### src/rtl/tea_pkg.sv
// Shared definitions for the TEA decryption array back end.
// Holds the block/word widths, the decryptor pipeline depth, and the
// serializer state encoding used by tea_output_collector.
package tea_pkg;

  localparam int TEA_BLOCK_W    = 64;
  localparam int TEA_WORD_W     = 32;
  localparam int TEA_WARMUP     = 32;
  localparam int TEA_FIFO_DEPTH = 16;

  // Serializer states: no word, high word on the bus, low word on the bus.
  typedef enum logic [1:0] {
    SER_IDLE = 2'd0,
    SER_HI   = 2'd1,
    SER_LO   = 2'd2
  } ser_state_e;

  // Select the high or low 32-bit half of a 64-bit block.
  function automatic logic [TEA_WORD_W-1:0] tea_half(input logic [TEA_BLOCK_W-1:0] blk,
                                                     input logic                   hi);
    logic [TEA_WORD_W-1:0] w;
    if (hi) begin
      w = blk[TEA_BLOCK_W-1:TEA_WORD_W];
    end else begin
      w = blk[TEA_WORD_W-1:0];
    end
    return w;
  endfunction

endpackage

### src/rtl/tea_block_fifo.sv
// Synchronous 64-bit block FIFO.
// Ports: clk/rst (async active-high), push_i/wdata_i write side,
// pop_i/rdata_o read side (rdata_o is the current head, valid when
// empty_o=0), full_o/empty_o/count_o status. Push and pop in the same
// cycle are legal even when full: the head is read before it is overwritten.
import tea_pkg::*;

module tea_block_fifo #(
  parameter int DEPTH = TEA_FIFO_DEPTH
) (
  input  logic                    clk,
  input  logic                    rst,
  input  logic                    push_i,
  input  logic [TEA_BLOCK_W-1:0]  wdata_i,
  input  logic                    pop_i,
  output logic [TEA_BLOCK_W-1:0]  rdata_o,
  output logic                    full_o,
  output logic                    empty_o,
  output logic [$clog2(DEPTH):0]  count_o
);

  localparam int AW = $clog2(DEPTH);

  logic [TEA_BLOCK_W-1:0] mem_q [DEPTH];
  logic [AW-1:0]          wr_ptr_q;
  logic [AW-1:0]          rd_ptr_q;
  logic [AW:0]            count_q;
  logic [AW:0]            count_d;

  // Occupancy update: count + push - pop.
  always_comb begin
    count_d = count_q;
    case ({push_i, pop_i})
      2'b10:   count_d = count_q + {{AW{1'b0}}, 1'b1};
      2'b01:   count_d = count_q - {{AW{1'b0}}, 1'b1};
      default: count_d = count_q;
    endcase
  end

  // Pointer and occupancy registers; pointers wrap naturally at DEPTH.
  always_ff @(posedge clk or posedge rst) begin
    if (rst) begin
      wr_ptr_q <= {AW{1'b0}};
      rd_ptr_q <= {AW{1'b0}};
      count_q  <= {(AW+1){1'b0}};
    end else begin
      if (push_i) begin
        wr_ptr_q <= wr_ptr_q + {{(AW-1){1'b0}}, 1'b1};
      end
      if (pop_i) begin
        rd_ptr_q <= rd_ptr_q + {{(AW-1){1'b0}}, 1'b1};
      end
      count_q <= count_d;
    end
  end

  // Storage array; contents are don't-care once the pointers reset.
  always_ff @(posedge clk) begin
    if (push_i) begin
      mem_q[wr_ptr_q] <= wdata_i;
    end
  end

  assign rdata_o = mem_q[rd_ptr_q];
  assign full_o  = (count_q == (AW+1)'(DEPTH));
  assign empty_o = (count_q == {(AW+1){1'b0}});
  assign count_o = count_q;

endmodule

### src/rtl/tea_output_collector.sv
// Collects the 64-bit TEA plaintext stream, drops the decryptor warm-up
// samples, buffers valid blocks and re-emits them as 32-bit words (high
// word first) under valid/ready.
// Ports: clk, rst (async active-high); ena/in_block64 sample input;
// out_word32/out_valid/out_last/out_ready word stream; warm status;
// overflow sticky loss flag with clr_overflow synchronous clear.
import tea_pkg::*;

module tea_output_collector #(
  parameter int WARMUP = TEA_WARMUP,
  parameter int DEPTH  = TEA_FIFO_DEPTH
) (
  input  logic                   clk,
  input  logic                   rst,
  input  logic                   ena,
  input  logic [TEA_BLOCK_W-1:0] in_block64,
  output logic [TEA_WORD_W-1:0]  out_word32,
  output logic                   out_valid,
  input  logic                   out_ready,
  output logic                   out_last,
  output logic                   warm,
  output logic                   overflow,
  input  logic                   clr_overflow
);

  localparam int AW = $clog2(DEPTH);
  localparam int CW = $clog2(WARMUP + 1);
  localparam logic [CW-1:0] WARM_MAX = CW'(WARMUP);

  logic [CW-1:0]          warm_cnt_q, warm_cnt_d;
  logic                   warm_q, overflow_q, overflow_d;
  ser_state_e             state_q, state_d;
  logic [TEA_BLOCK_W-1:0] hold_q, hold_d;
  logic [TEA_WORD_W-1:0]  word_q, word_d;
  logic                   valid_q, valid_d, last_q, last_d;

  logic                   push_s, pop_s, full_s, empty_s, drop_s;
  logic [TEA_BLOCK_W-1:0] head_s;
  logic [AW:0]            count_s;

  tea_block_fifo #(.DEPTH(DEPTH)) u_fifo (
    .clk     (clk),
    .rst     (rst),
    .push_i  (push_s),
    .wdata_i (in_block64),
    .pop_i   (pop_s),
    .rdata_o (head_s),
    .full_o  (full_s),
    .empty_o (empty_s),
    .count_o (count_s)
  );

  // Write side: a full FIFO still accepts when the serializer pops this cycle.
  always_comb begin
    push_s = ena && warm_q && (!full_s || pop_s);
    drop_s = ena && warm_q && full_s && !pop_s;
  end

  // Warm-up counter saturates at WARMUP; overflow set takes priority over clear.
  always_comb begin
    warm_cnt_d = warm_cnt_q;
    if (ena && (warm_cnt_q != WARM_MAX)) begin
      warm_cnt_d = warm_cnt_q + {{(CW-1){1'b0}}, 1'b1};
    end else begin
      warm_cnt_d = warm_cnt_q;
    end
    overflow_d = overflow_q;
    if (drop_s) begin
      overflow_d = 1'b1;
    end else if (clr_overflow) begin
      overflow_d = 1'b0;
    end else begin
      overflow_d = overflow_q;
    end
  end

  // Serializer next state; outputs are derived from the next state so they
  // can be registered without adding latency.
  always_comb begin
    state_d = state_q;
    hold_d  = hold_q;
    pop_s   = 1'b0;
    case (state_q)
      SER_IDLE: begin
        if (!empty_s) begin
          pop_s   = 1'b1;
          hold_d  = head_s;
          state_d = SER_HI;
        end else begin
          state_d = SER_IDLE;
        end
      end
      SER_HI: begin
        if (out_ready) begin
          state_d = SER_LO;
        end else begin
          state_d = SER_HI;
        end
      end
      SER_LO: begin
        if (out_ready && !empty_s) begin
          pop_s   = 1'b1;
          hold_d  = head_s;
          state_d = SER_HI;
        end else if (out_ready) begin
          state_d = SER_IDLE;
        end else begin
          state_d = SER_LO;
        end
      end
      default: begin
        state_d = SER_IDLE;
      end
    endcase

    valid_d = (state_d != SER_IDLE);
    last_d  = (state_d == SER_LO);
    if (state_d == SER_IDLE) begin
      word_d = {TEA_WORD_W{1'b0}};
    end else begin
      word_d = tea_half(hold_d, state_d == SER_HI);
    end
  end

  // State and output registers.
  always_ff @(posedge clk or posedge rst) begin
    if (rst) begin
      warm_cnt_q <= {CW{1'b0}};
      warm_q     <= 1'b0;
      overflow_q <= 1'b0;
      state_q    <= SER_IDLE;
      hold_q     <= {TEA_BLOCK_W{1'b0}};
      word_q     <= {TEA_WORD_W{1'b0}};
      valid_q    <= 1'b0;
      last_q     <= 1'b0;
    end else begin
      warm_cnt_q <= warm_cnt_d;
      warm_q     <= (warm_cnt_d == WARM_MAX);
      overflow_q <= overflow_d;
      state_q    <= state_d;
      hold_q     <= hold_d;
      word_q     <= word_d;
      valid_q    <= valid_d;
      last_q     <= last_d;
    end
  end

  assign out_word32 = word_q;
  assign out_valid  = valid_q;
  assign out_last   = last_q;
  assign warm       = warm_q;
  assign overflow   = overflow_q;

endmodule

### config.mk
export PLATFORM = sky130hd
export DESIGN_NAME = tea_output_collector
export DESIGN_NICKNAME = d
export VERILOG_FILES = /design/src/rtl/tea_pkg.sv /design/src/rtl/tea_block_fifo.sv /design/src/rtl/tea_output_collector.sv
export SDC_FILE = /design/constraint.sdc
export NUM_CORES = 1
export LEC_CHECK = 0
export BUFFER_PORTS_ARGS = -buffer_cell sky130_fd_sc_hd__clkbuf_2
export CAP_MARGIN = 25
export CORE_ASPECT_RATIO = 1.75
export CORE_MARGIN = 2
export CORE_UTILIZATION = 33
export CTS_CLUSTER_DIAMETER = 50
export DETAILED_ROUTE_END_ITERATION = 8
export PLACE_DENSITY = 0.49
export RECOVER_POWER = 50
export SETUP_SLACK_MARGIN = 0.5
export SYNTH_ARGS = -nofsm -noshare
export SYNTH_HDL_FRONTEND = slang
export SYNTH_SLANG_ARGS = --single-unit
### constraint.sdc
create_clock -name clk -period 5.97 [get_ports clk]
set_clock_uncertainty 0.2 [all_clocks]
set_input_delay 0.2985 -clock clk [delete_from_list [all_inputs] [get_ports clk]]
set_output_delay 0.2985 -clock clk [all_outputs]
set_load 0.01 [all_outputs]
# Word-level counts from Yosys, hierarchy flattened
# Memories as Yosys holds them, arrays and structs flattened.
# Index checks and enable logic that the tools add are counted.
# classes
addsub	5
reduce_logical	16
mux	19
n_eq_ne	9
# ops
cell	n
2-to-1 mux 64 bit	2
one-hot mux 64 bit (2 select lines)	1
2-to-1 mux 32 bit	2
one-hot mux 5 bit (2 select lines)	1
adder 4 x 1 -> 4 bit (second input constant)	2
2-to-1 mux 1 bit	7
adder 6 x 1 -> 6 bit (second input constant)	1
== test 2 x 1 -> 1 bit (second input constant)	3
== test 2 bit (second input constant)	3
== test 6 bit (second input constant)	1
logical AND 1 bit	6
2-to-1 mux 2 bit	3
2-to-1 mux 6 bit	1
inequality test 6 bit (second input constant)	1
one-hot mux 2 bit (3 select lines)	1
nonzero test 2 bit	3
adder 5 x 1 -> 5 bit (second input constant)	1
== test 5 bit (second input constant)	1
logical NOT 5 bit	1
subtractor 5 x 1 -> 5 bit (second input constant)	1
logical NOT 2 bit	2
logical NOT 1 bit	3
one-hot mux 1 bit (2 select lines)	1
logical OR 1 bit	1
# word_totals
in_bits	69
regBits	121
n_memories	1
ram_bits	1024
# mem_list
name	depth	width	rd	rd_clocked_by_memory_dff	write_ports	line_no	source
u_fifo.mem_q	16	64	1	0	1	tea_block_fifo.sv:24	logic [TEA_BLOCK_W-1:0] mem_q [DEPTH];

# Depth between registers and ports, before layout
# Gate-level depths: netlist of the first run.
# depth
word_depth	9
depth_mapped	11
mapped_depth_nobuf	10

# Modules after synthesis
# A second synthesis of the first run with hierarchy kept.
# unflattened
hier_cells	1926
area_unflattened_um2	43309.0
# modules_own_cells
module	n_inst	seq_area_each_um2	cells_per_inst	area_each_um2
tea_block_fifo	1	31074.8	1661	39112.5
tea_output_collector	1	2702.6	265	4196.5

# Worst setup path before layout of the first run
# OpenSTA, ideal clock, no wires.
# synth_timing
path_kind	reg-to-reg
start	register state_q[1]
end	memory u_fifo.mem_q[3][0], enable pin
required_time_ns	5.206
arrival_ns	5.712
period_less_slack_ns	6.477
path_buffers	0
path_slack_ns	-0.507
stages_incl_launch_ff	6
setup_ns	0.564
path_cell_list	dfrtp_1 -> nand2b_1 -> nand2_1 -> a31oi_1 -> nand2_1 -> nor3_1
# synth_via
elab_chain_cells	6
word_cells_on_any_way	7
# synth_lines
item	line_no	source
start, declared	tea_output_collector.sv:32	ser_state_e state_q, state_d;
start signal, assigned	tea_output_collector.sv:140	state_q <= state_d;
== test 2 bit or logical NOT 2 bit (tied branches)	tea_output_collector.sv:83	case (state_q)
one-hot mux 1 bit (2 select lines) (*)	tea_output_collector.sv:83	
logical OR 1 bit (*)	tea_output_collector.sv:55	push_s = ena && warm_q && (!full_s || pop_s);
logical AND 1 bit (*)	tea_output_collector.sv:55	
2-to-1 mux 1 bit (*)	tea_block_fifo.sv:59	if (push_i) begin
2-to-1 mux 1 bit (not written as such) (*)	tea_block_fifo.sv:60	mem_q[wr_ptr_q] <= wdata_i;
end, declared	tea_block_fifo.sv:24	
# Mark *: on every way between the ends. The rest lies on a longest branch, timed or not.

==> flow_summary.ini, run 1 <==
[clocking]
numCtsBuffers = 104
path_clk_slew_ps = 70
cts.htree.levels = 3
cts.path.max_buffers = 3
clock_latency_ps = 720
cts_tree = built
cts_sinks = 1145
cts_resized = 0
cts_root_buffer = clkbuf_16

[sta]
finalHoldViolCount = 0
finalCritPeriodShare = 0.7196
hold_ws_ps = 279.6
final.min_clock_period_ps = 4296
tns_ps = 0
tightest_slew_ps = 3766
slew_headroom = -1.524
drv_slew = 124
finalSetupViolCount = 0
max_freq_ghz = 0.2328
grt_setup_unrepaired = false

[critical_path]
path_max_fanout = 70
reg2reg_slack_ps = 1990
crit_buf_inv = 4
max_stage_delay_ps = 2060
cp_common_cell = clkbuf_2
crit_chain = dlygate4sd3_1 -> clkbuf_2 -> clkinvlp_2 -> clkbuf_2
worst_path_max_delay_cell = clkinvlp_2
cp.required_ps = 6290
arrival_ps = 4610
path_class = input port to async pin
worst_setup_path_start_kind = input port
critPathCaptureType = async pin
critPathTopFamily = buffers and inverters

[power]
ir_worst_vdd_mv = 0.3101
leakage_nw = 16.03
powerDensity_nw_per_um2 = 431.5
power_w = 0.02172

[logic_synthesis]
ys_seq_elements = 1145
syn_inst = 1961
ys_seq_area_frac = 0.7753
ys_warn_count = 0
synth_enable_flop_cells = 1024
synthesis.nets = 2039
netlist-cell-type-count = 47
yosys_most_used_dff = edfxtp_1
netlist_area_um2 = 43570
async_flop_share = 0.1057
avgSynthCellArea_um2 = 22.22

[grt]
first_global_vias = 22250
grt_overflow = 0
grt_first_pass_wirelength_um = 159600
antenna_found_initial = 12
grt_max_degree = 85
grt_usage = 0.1636

[route]
wl_per_cell_um = 27.67
ant_nets = 0
drt_wl_total_um = 109800
firstDrtPassIters = 5
viasPerCell = 5.133
drt_iter0_markers = 1412
vias = 20370
drc_errors = 0

[layout]
nets = 2264
stdcell_count = 3968
synthToLayoutAreaGrowth_pct = 15.55
drive_gt1_frac = 0.2223
fillers = 11820
design_area_um2 = 50350

[run_status]
status = finished with violations
violations = capacitance limit, slew limit

[die]
chipWidth_um = 278.7
die-area_um2 = 135100
initial_core_util = 0.3320
core_area_um2 = 131200
io_pins = 105
fp-row-count = 176
die_h_um = 484.7

[hold_path]
hold_path.class = register to register

[flow_run]
drv_cap = 2

[placed_design]
place_inst = 3702
routabilityCongestion = 0.7320
port_buffers = 104
dpl.hpwl_um = 64350
postPlaceCellArea_um2 = 46450
==> layer usage <==
metal	wire length, um	vias up	global-route usage	share of wire
met2	61010	416	0.3090	0.56
li1	-	8670	-	-
met4	2591	6	0.04800	0.024
met5	40	-	0	0.00036
met1	42440	11110	0.1916	0.39
met3	3733	170	0.02161	0.034
==> sequential cells by signal, indices dropped and copies added, names as in the netlist <==
register and flops:
out_word32 32, u_fifo.wr_ptr_q 4, u_fifo.mem_q 1024, state_q 2, warm_cnt_q 6, u_fifo.count_o 5
overflow 1, u_fifo.rd_ptr_q 4, out_last 1, warm 1, out_valid 1, hold_q 64
==> path summary, 6_finish.rpt <==
check,from,to,cells past startpoint
min in group asynchronous,rst,overflow,3
worst min-delay path,hold_q[58],hold_q[58],1
worst max register to register,state_q[1],u_fifo.mem_q[15][56],6
max in group clk,out_ready,u_fifo.mem_q[15][56],8
worst max-delay path,rst,hold_q[34],4
worst min register to register,hold_q[58],hold_q[58],1
==> synthesized netlist by cell type, types with 2 or more instances <==
cell type / instances / area, um2
buf_6: 8 / 90.09
mux4_2: 256 / 5766
o2111ai_1: 2 / 17.52
xnor2_1: 11 / 96.34
a21oi_1: 3 / 15.01
buf_1: 13 / 48.80
o21ai_0: 5 / 25.02
edfxtp_1: 1024 / 30750
nand4_1: 4 / 25.02
nand2_1: 62 / 232.7
a21o_1: 32 / 240.2
nor3_1: 8 / 40.04
ha_1: 9 / 112.6
nand3_1: 3 / 15.01
mux2i_1: 96 / 960.9
inv_1: 7 / 26.28
xor2_1: 2 / 17.52
a211oi_2: 12 / 150.1
clkbuf_1: 24 / 90.09
buf_4: 10 / 75.07
nor2b_1: 32 / 200.2
nand2b_1: 4 / 25.02
and3_1: 2 / 12.51
o221ai_1: 33 / 289.0
dfrtp_1: 121 / 3028
nor2_1: 19 / 71.32
buf_2: 55 / 275.3
a211oi_1: 52 / 390.4
a221o_1: 32 / 320.3
or3_1: 3 / 18.77
==> power breakdown <==
group | internal, W | switching (W) | total, W | leakage (nW)
Clock | 0.00363 | 0.00299 | 0.00662 | 1.62
Sequential | 0.00915 | 0.000558 | 0.00971 | 10.7
Combinational | 0.00250 | 0.00290 | 0.00540 | 3.73
==> layout make-up <==
cell class / count / area, um2 / share of cell area
sequential: 1145 / 33790 / 0.6712
multi-input combinational: 698 / 9331 / 0.1853
clock buffer: 136 / 2793 / 0.05547
tap: 1691 / 2116 / 0.04202
timing repair buffer: 229 / 1724 / 0.03425
clock inverter: 60 / 555.5 / 0.01103
inverter: 8 / 31.28 / 0.0006213
antenna: 1 / 2.502 / 0.00004970
==> cell families (layout without fill, tap and decap cells) <==
kind of cell / count (synthesis) / in the layout / synth area share
DFF: 1145 / 1145 / 0.7753
muxes: 353 / 353 / 0.1546
AOI/OAI and AO/OA: 180 / 180 / 0.03481
and+or+nand+nor: 143 / 143 / 0.01611
buffers and inverters: 118 / 433 / 0.01399
xor gates and xnor gates: 13 / 13 / 0.002613
adders and majority gates: 9 / 9 / 0.002585
other: 0 / 1 / 0
==> per-stage QoR <==
stage | worst slack, ps | utilization
detailed placement | 1792 | 0.3539
floorplan | 1210 | -
finish | 1674 | 0.3836
global route | 987.5 | 0.3836
global placement | 1637 | 0.3537
CTS | 1963 | 0.3847
==> placed cells by master, fill, tap and decap left out, types with 21 or more instances in the layout <==
cell type | Yosys | final
clkbuf_1 | 24 | 125
dlygate4sd3_1 | 0 | 69
mux4_2 | 256 | 256
a211oi_1 | 52 | 51
edfxtp_1 | 1024 | 1024
mux2i_1 | 96 | 96
nand2_1 | 62 | 62
nor2b_1 | 32 | 32
clkbuf_16 | 0 | 104
buf_4 | 10 | 37
o221ai_1 | 33 | 33
clkinv_1 | 0 | 21
dfrtp_1 | 121 | 117
a21o_1 | 32 | 32
a221o_1 | 32 | 32
==> timing repair <==
item | CTS | global route
setup buffers | 0 | 0
endpoints found under the setup margin | 0 | 0
hold endpoints to repair | 1109 | 0
hold buffers | 69 | 0
Note: power is estimated with default switching activity, not from simulation.
==> inputs of run 2 (changes only) <==
- ABC_AREA: not set -> 1
- clock period: 5.97 -> 3.6 ns (I/O delays scaled with it)
==> run 2 against run 1 <==
  * The run now ends clean
  * Clock power is 75% higher
  * Die area is 4.3% higher
  * Global-route usage is 2.8 points higher
  * Via count is 42% higher
  * Wire length is 24% higher
  * Sequential power is 62% higher
  * Setup slack worse by 980 ps
  * Power is 91% higher
  * Area after synthesis is 4.4% higher
  * Critical path type is now register to register
  * Largest power group unchanged
  * Highest routed layer unchanged
==> flow_summary.ini, run 2 <==
[run_status]
status = complete, no violations

[sta]
drv_slew = 0
max_freq_ghz = 0.3446
slew_headroom = 0.04158
tightest_slew_ps = 1438
final.min_clock_period_ps = 2902
finalCritPeriodShare = 0.8062
grt_setup_unrepaired = false
finalSetupViolCount = 0
finalHoldViolCount = 0
tns_ps = 0

[grt]
antenna_found_initial = 7
grt_first_pass_wirelength_um = 199900
grt_overflow = 0
grt_usage = 0.1912
grt_max_degree = 134
first_global_vias = 29050

[route]
firstDrtPassIters = 5
viasPerCell = 5.095
wl_per_cell_um = 23.95
ant_nets = 0
vias = 28940
drc_errors = 0
drt_wl_total_um = 136100
drt_iter0_markers = 2396

[placed_design]
postPlaceCellArea_um2 = 48530
routabilityCongestion = 0.7436
port_buffers = 104
dpl.hpwl_um = 75620

[critical_path]
crit_chain = a21oi_4 -> nand2_1 -> nand4_1 -> nand2_1 -> inv_1 -> nand2_1 -> nor2_4 -> buf_4
path_class = register to register
max_stage_delay_ps = 490
cp_common_cell = nand2_1
cp.required_ps = 3740
worst_path_max_delay_cell = buf_4
worst_setup_path_start_kind = register
critPathCaptureType = register
r2r_cells = 8
path_max_fanout = 25
arrival_ps = 3040

[logic_synthesis]
synth_top_area_frac = 0.6761
yosysTopAreaCell = edfxtp_1
synth_top_cells_by_area = edfxtp_1, dfrtp_1, nand2_1
yosys_most_used_dff = edfxtp_1
avgSynthCellArea_um2 = 12.59
syn_inst = 3612
synth_enable_flop_cells = 1024
ys_warn_count = 0
synth_most_common_cell = edfxtp_1
netlist_area_um2 = 45480
async_flop_share = 0.1057
ys_seq_elements = 1145
ys_seq_area_frac = 0.7426
synthesis.nets = 3690
ys_top_cells_by_count = edfxtp_1, nand2_1, nor2_1
netlist-cell-type-count = 32

[layout]
multiInputGateArea_um2 = 10280
final_cell_mix = edfxtp_1, nand2_1, nor2_1, nand3_1, o21ai_0
largest_reg_flops = 1024
design_area_um2 = 52660
ff_latch_area_um2 = 33790
fillers = 13020
regMostFlops = u_fifo.mem_q
layout_commonest_cell = edfxtp_1
synthToLayoutAreaGrowth_pct = 15.78
nets = 3845
drive_gt1_frac = 0.09067

[die]
initial_core_util = 0.3316
die_h_um = 495.1
fp-row-count = 180
io_pins = 105
chipWidth_um = 284.6
core_area_um2 = 137200
die-area_um2 = 140900

[clocking]
cts_sinks = 1145
clock_latency_ps = 730
cts_tree = built
path_clk_slew_ps = 70
cts_root_buffer = clkbuf_16
cts.path.max_buffers = 3
cts_resized = 0
numCtsBuffers = 105
cts.htree.levels = 3

[hold_path]
hold_path.class = input port to register
hold_depth = 3

[flow_run]
drv_cap = 0

[power]
powerDensity_nw_per_um2 = 789.4
leakage_nw = 18.17
ir_worst_vdd_mv = 0.6527
==> run 2: what timing repair did <==
item                                    CTS  global route
setup endpoints to repair                 0            11
setup buffers                             0             4
hold buffers                             69             0
endpoints found under the hold margin  1130             0
==> run 2: where the power goes <==
group	total [W]	internal, W	leakage [nW]	switching [W]
Sequential	0.0157	0.0152	10.6	0.000449
Combinational	0.0143	0.00418	5.88	0.0101
Clock	0.0116	0.00649	1.72	0.00507
Total	0.0416	0.0259	18.2	0.0157
==> run 2: critical path, delay by kind of cell (launching register included) <==
family          cells  cell delay [ps]
compound gates      1              250
flops               1              460
simple gates        5              910
buf+inv             2              680
==> run 2: routing by layer <==
| layer | wire length (um) | global-route usage |
|---|---|---|
| met1 | 55770 | 0.2383 |
| met2 | 71720 | 0.3480 |
| met3 | 5515 | 0.02236 |
| met4 | 3049 | 0.05293 |
| met5 | 15 | 0 |
==> run 2: cell type report <==
type / count / share of cell area
sequential: 1145 / 0.6417
multi-input combinational: 2136 / 0.1952
clock buffer: 153 / 0.05643
timing repair buffer: 280 / 0.04476
tap: 1820 / 0.04324
clock inverter: 47 / 0.01083
inverter: 99 / 0.007793
antenna: 1 / 0.00004752
==> run 2: path summary, 6_finish.rpt <==
kind / from / endpoint / slack (ps)
max: state_q[0] / u_fifo.mem_q[2][7] / 700
min: clr_overflow / overflow / 230
max reg2reg: state_q[0] / u_fifo.mem_q[2][7] / 700
min reg2reg: u_fifo.count_o[3] / u_fifo.count_o[3] / 330
max in group asynchronous: rst / hold_q[56] / 1000
min in group asynchronous: rst / warm_cnt_q[4] / 370
==> run 2: through the flow <==
stage                     cells  total power, W  hold WS (ps)    util  setup WS [ps]
final                      5681         0.04157         229.2  0.3839          697.7
after global routing       5681         0.04396         223.4  0.3839          483.8
after CTS                  5676         0.04220         173.5  0.3847          634.4
after detailed placement   5407         0.03053        -80.72  0.3538          655.7
after global placement     5406         0.03045         252.1  0.3537          641.4
after floorplan            3612         0.02501         78.87       -          84.61
==> run 2: cell families after synthesis <==
| logic type | count (synthesis) | share of synthesized area |
|---|---|---|
| compound gates | 652 | 0.08437 |
| xor+xnor | 13 | 0.002503 |
| fa+ha+maj | 9 | 0.002476 |
| buf+inv | 331 | 0.03422 |
| flops | 1145 | 0.7426 |
| simple gates | 1462 | 0.1338 |
==> inputs of run 3 (changes only) <==
- PLACE_DENSITY: 0.49 -> 0.47
- clock period: 3.6 -> 2.7 ns (I/O delays scaled with it)
==> run 3 against run 2 <==
  * Fmax up 19%
  * Wire length is 28% higher
  * Final area is 17% higher
  * Non-clock buffer count increased by 350
  * Critical path type unchanged
  * Largest power group is now combinational logic
  * Flip-flop and latch count did not move
  * Combinational power rose by 98%
  * Sequential share of layout area shrank 9.3 points
==> flow_summary.ini, run 3 (synthesis gave the netlist of run 2 again) <==
[grt]
grt_overflow = 0
grt_first_pass_wirelength_um = 212400
grt_max_degree = 66
first_global_vias = 29920
antenna_found_initial = 9
grt_usage = 0.2087

[critical_path]
startpoint = u_fifo.count_o[4]
path_class = register to register
arrival_ps = 2680
r2r-start = u_fifo.count_o[4]
worst_setup_path_start_kind = register
path_max_fanout = 7
cp.required_ps = 2930
critPathCaptureType = register

[sta]
slew_headroom = 0.2183
finalCritPeriodShare = 0.9058
grt_setup_unrepaired = true
finalSetupViolCount = 0
max_freq_ghz = 0.4089
tightest_slew_ps = 1166
drv_slew = 0
hold_ws_ps = 214.4
finalHoldViolCount = 0
final.min_clock_period_ps = 2446

[layout]
nets = 4204
design_area_um2 = 61640
fillers = 12320
drive_gt1_frac = 0.2402
largest_reg_flops = 1024
stdcell_count = 6051
layout_commonest_cell = edfxtp_1
postLayoutCoreUtil = 0.4494
final_cell_mix = edfxtp_1, nand2_1, nor2_1, nand3_1, o21ai_0
regMostFlops = u_fifo.mem_q
synthToLayoutAreaGrowth_pct = 35.53

[route]
wl_met1_um = 65150
met3_length_um = 9062
vias = 31890
top_layer = met5
drc_errors = 0
drt_wl_total_um = 174000
routed-wl-met2_um = 89430
wl_per_cell_um = 28.76
viasPerCell = 5.270
firstDrtPassIters = 7
ant_nets = 0
drt_iter0_markers = 2861

[run_status]
status = complete, no violations

[clocking]
clock_latency_ps = 740
cts.htree.levels = 3
cts_sinks = 1145
cts_root_buffer = clkbuf_16
numCtsBuffers = 111
cts.path.max_buffers = 3
path_clk_slew_ps = 60
cts_tree = built

[power]
ir_worst_vdd_mv = 0.6735
leakage_nw = 21.89
powerDensity_nw_per_um2 = 1070

[placed_design]
dpl.hpwl_um = 81340
routabilityCongestion = 0.7526
port_buffers = 104
place_inst = 5496
postPlaceCellArea_um2 = 49800

[flow_run]
drv_cap = 0

[die]
die_h_um = 495.1
die-area_um2 = 140900
fp-row-count = 180
initial_core_util = 0.3316
chipWidth_um = 284.6
core_area_um2 = 137200
io_pins = 105

[hold_path]
min-delay-start = ena
hold_path.class = input port to register
-- run 3: power by group --
group / internal, W / switching [W]
clock network: 0.00947 / 0.00727
registers: 0.0203 / 0.000547
logic: 0.0107 / 0.0177
total: 0.0405 / 0.0255
-- run 3: area by class of cell --
class,instances,area [um2],area share
sequential,1145,33790,0.5482
multi-input combinational,2136,11780,0.1912
timing repair buffer,630,9363,0.1519
clock buffer,137,2977,0.04829
tap,1820,2277,0.03694
clock inverter,75,935.9,0.01518
inverter,99,449.2,0.007287
timing repair inverter,3,47.55,0.0007713
antenna,6,15.01,0.0002436
-- run 3: stage by stage --
stage / setup TNS [ps] / total power (W) / setup slack (ps)
finish: 0 / 0.06595 / 254.3
global placement: -6.885 / 0.04196 / -6.885
floorplan: -652750 / 0.03336 / -728.2
CTS: 0 / 0.06026 / 324.3
detailed placement: 0 / 0.04198 / 0.9766
global route: 0 / 0.06868 / 194.5
-- run 3: final timing paths --
| path | endpoint | slack [ps] | cells past startpoint |
|---|---|---|---|
| min reg2reg | u_fifo.count_o[0] | 330 | 1 |
| min | warm_cnt_q[0] | 210 | 4 |
| min in group asynchronous | u_fifo.count_o[3] | 530 | 4 |
| max reg2reg | u_fifo.mem_q[15][44] | 250 | 11 |
| max | u_fifo.mem_q[15][44] | 250 | 11 |
| max in group asynchronous | hold_q[48] | 530 | 5 |
-- run 3: repair_timing --
item                                   in CTS  in global routing
endpoints found under the hold margin    1168                  0
gates resized for setup                   107                534
setup endpoints to repair                1103               1039
pin swaps                                  29                189
hold buffers                               71                  0
gates cloned                               25                130
setup buffers                              36                 75
-- run 3: routing by layer --
metal	vias up	global-route usage
met5	-	0
met4	10	0.09060
met3	337	0.02820
met2	1121	0.3700
met1	16350	0.2529
li1	14070	-
-- run 3: critical path, cell delays in order, from the launching register on --
cell	delay, ps
dfrtp_1	400
inv_1	90
nand3_2	100
nand2_2	60
nand4_1	100
nand2_1	170
inv_8	170
nand2_8	100
buf_6	130
nor2_4	220
buf_12	220
buf_16	160
